`config.mk`:
```
export PLATFORM = sky130hd
export DESIGN_NAME = mux4_16b_core
export DESIGN_NICKNAME = d
export VERILOG_FILES = /design/src/rtl/mux4_16b_core.sv
export SDC_FILE = /design/constraint.sdc
export NUM_CORES = 1
export LEC_CHECK = 0
export ABC_AREA = 1
export BUFFER_PORTS_ARGS = -buffer_cell sky130_fd_sc_hd__buf_2
export CAP_MARGIN = 20
export CORE_MARGIN = 1.5
export CORE_UTILIZATION = 33
export DETAILED_ROUTE_END_ITERATION = 12
export MAX_ROUTING_LAYER = met4
export PLACE_DENSITY_LB_ADDON = 0.2
export SYNTH_ARGS = -nofsm -noshare
export SYNTH_HDL_FRONTEND = slang
export SYNTH_SLANG_ARGS = --single-unit
export TNS_END_PERCENT = 5
```
`constraint.sdc`:
```
create_clock -name vclk -period 1.05
set_input_delay 0.0525 -clock vclk [all_inputs]
set_output_delay 0.0525 -clock vclk [all_outputs]
set_load 0.02 [all_outputs]
```
`src/rtl/mux4_16b_core.sv`:
```
// 4-way WIDTH-bit multiplexer with a combinational output and an optional one-cycle registered copy.
// Define MUX4_16B_OREG_EN to build the registered stage; otherwise o_q and sel_q are tied to zero.
module mux4_16b_core #(
    parameter int WIDTH = 16
) (
    input  logic             clk,
    input  logic             rst,
    input  logic [WIDTH-1:0] a,
    input  logic [WIDTH-1:0] b,
    input  logic [WIDTH-1:0] c,
    input  logic [WIDTH-1:0] d,
    input  logic [1:0]       sel,
    output logic [WIDTH-1:0] o,
    output logic [WIDTH-1:0] o_q,
    output logic [1:0]       sel_q
);

    logic [WIDTH-1:0] mux_s;

    // Flat 4-way select; an unknown select code drives zeros rather than propagating X.
    always_comb begin
        mux_s = {WIDTH{1'b0}};
        case (sel)
            2'd0:    mux_s = a;
            2'd1:    mux_s = b;
            2'd2:    mux_s = c;
            2'd3:    mux_s = d;
            default: mux_s = {WIDTH{1'b0}};
        endcase
    end

    assign o = mux_s;

`ifdef MUX4_16B_OREG_EN
    logic [WIDTH-1:0] o_q_r;
    logic [1:0]       sel_q_r;

    // Capture the mux output and its select together so they stay aligned; reset wins over capture.
    always_ff @(posedge clk) begin
        if (rst) begin
            o_q_r   <= {WIDTH{1'b0}};
            sel_q_r <= 2'b00;
        end else begin
            o_q_r   <= mux_s;
            sel_q_r <= sel;
        end
    end

    assign o_q   = o_q_r;
    assign sel_q = sel_q_r;
`else
    // Clock and reset have no loads when the registered stage is compiled out.
    logic unused_s;
    assign unused_s = &{1'b0, clk, rst};

    assign o_q   = {WIDTH{1'b0}};
    assign sel_q = 2'b00;
`endif

endmodule

```
==> results.txt <==
----------------------------------------------------
[Die]
  Initial Util ... between 30% and 40%
  Die width ... about 48 um
  Total core area ... between 0.0015 and 0.002 mm2
  Total Die Area ... 0.00229 mm2
  Num rows ... 16
  Die height ... 47.8 um
  Count of boundary I/O pins ... between 100 and 150

[Global routing]
  Number of antenna violations at the first check in global routing ... 0
  Number of global-route vias before repair ... 758
  Global-route wire length before repair ... 2960 um
  Global-route total usage across every layer ... 17.3%
  Grt total ovfl ... 0
  Pin count of the biggest net entering global routing ... 21

[Placed design]
  Number of input and output port buffers inserted ... between 80 and 90
  Gpl congestion ... about 0.64
  Worst-case setup slack after placement ... roughly 120 ps

[Synth]
  Ys Warns ... 0
  Top post-synthesis cells by count ... 48 x nand3_1, 21 x buf_4, 16 x nand2_1, 16 x nand4_1, 5 x buf_6
  Cell types occupying the most area after synthesis ... nand3_1 36%, buf_4 24%, nand4_1 15%
  Library cell with the largest summed area after synthesis ... nand3_1
  Netlist Area Pre-Place ... 663 um2
  Synth Instances ... ~110
  Top cell type's share of synthesized area ... a little over a third
  Proportion of synthesized chip area in sequential cells ... 0%
  Unique cell type count in the Yosys netlist ... 10
  Most frequent cell after synthesis ... nand3_1
  Syn Area/Cell ... ~5.9 um2

[STA]
  Final count of negative-setup-slack endpoints ... 0
  Post-layout min period ... between 900 and 1000 ps
  Fin Setup TNS ... 0 ps
  Highest clock rate ... roughly 1100 MHz
  RSZ-0062 raised after global routing ... no
  Worst-case setup margin in the final layout ... roughly 130 ps
  Hold Violations, Final ... 0
  Number of pins with negative max-slew slack in the final report ... 0
  Fraction of the cycle the final worst path needs ... between 80% and 90%

[Drt]
  Wire length on met2 ... around 1100 um
  Max layer used ... met3
  Routed via count ... a little over 1000
  Wire per inst ... approximately 10 um
  Detail Route Antenna Nets ... 0
  Detailed-routing wirelength on met1 ... ~880 um
  DR iter-0 viols ... 25
  Via/cell ratio ... approximately 4.8
  Overall routed net length ... between 2000 and 2500 um
  Met3 wire length ... 219 um
  Detailed Routing Iterations Pass 1 ... 4
  Drc violations ... 0

[Clock network]
  Number of post-CTS setup repair buffers ... 0
  Post-cts gate resize count ... 0
  Post-CTS Hold Fix Bufs ... 0

[Setup path]
  Peak fanout along the critical path ... 16
  Dominant cell type by count on the critical path ... buf_2
  Start point of the critical path ... sel[0]
  Critical path type ... input port to primary output
  Launching element type of the critical path ... input port
  Slowest-stage cell, CP ... inv_2
  Arrival time worst endpoint ... roughly 870 ps
  Type of destination of the critical path ... primary output
  Worst EP required ... 1000 ps
  Delay contributed by the slowest stage of the critical path ... 240 ps
  Series of cell instances along the critical path ... buf_2 -> inv_2 -> nand3_1 -> nand4_1 -> buf_2

[Layout]
  Share of cells above drive strength 1 ... approximately 48%
  Area occupied by multi-input gates ... roughly 500 um2
  Layout clock buffers ... 0
  Number of fillers in the final layout ... 220
  Area delta synth->final ... 46.2%
  Storage element area ... 0 um2
  Antenna cells ... 0
  Number of nets in the finished design ... 257
  Seq cells ... 0

[Status]
  Status ... completed

[Min path]
  Class of the most critical hold timing path ... input port to primary output
  Origin of the worst min-delay path ... a[14]

[Power and ir drop]
  Leakage Power ... approximately 0.56 nW
  Worst VDD drop ... between 0.0002 and 0.0003 V
  Power Dens Cells ... ~510 mW/mm2

[Run]
  Max-cap violations ... 0

----------------------------------------------------
-- through the flow --
| step | hold slack (ps) | cell area (um2) | utilization (%) | cells | power, mW |
|---|---|---|---|---|---|
| 4_1_cts | 431 | 970 | 50.5 | 214 | 0.493 |
| 5_1_grt | 458 | 970 | 50.5 | 214 | 0.543 |
| 3_3_place_gp | 425 | 970 | 50.5 | 214 | 0.486 |
| 6_report | 429 | 970 | 50.5 | 214 | 0.492 |
| 2_1_floorplan | 309 | 727 | - | 130 | 0.362 |
| 3_5_place_dp | 430 | 970 | 50.5 | 214 | 0.491 |
-- power breakdown --
part	switching (mW)	internal (mW)	total, mW
Sequential	0	0	0
Combinational	0.302	0.190	0.492
Clock	0	0	0
-- worst paths after layout --
kind	depth (start not counted)	slack, ps	to
hold / removal	4	430	o[14]
setup / recovery	5	130	o[4]
-- cell type report --
class | instances | area share (%)
Timing Repair Buffer | 86 | 45.4
Tap cell | 27 | 3.48
Inverter | 2 | 0.774
Multi-Input combinational cell | 99 | 50.3
-- layer usage --
| layer | vias to the layer above | track usage [%] |
|---|---|---|
| met4 | 0 | 0 |
| met1 | 455 | 20.9 |
| met3 | 0 | 0.755 |
| li1 | 519 | - |
| met5 | - | - |
| met2 | 58 | 33.3 |
-- logic make-up (layout without fill, tap and decap cells) --
kind of cell | count (synthesis) | count (layout) | synth area share [%]
simple gates | 81 | 81 | 63.4
buf+inv | 31 | 88 | 36.0
other cells | 1 | 18 | 0.565
-- cells in the final DEF (no fill, tap or decap) --
cell	n
nand4_1	16
nand2_1	16
nand3_1	48
inv_2	2
nor2_8	1
buf_4	4
buf_2	82
conb_1	18
-- worst max-delay path, delay by kind of cell --
kind | cells | cell delay [ps]
buffers and inverters | 3 | 570
and+or+nand+nor | 2 | 240
No activity file was read; power rests on OpenSTA's default activity.
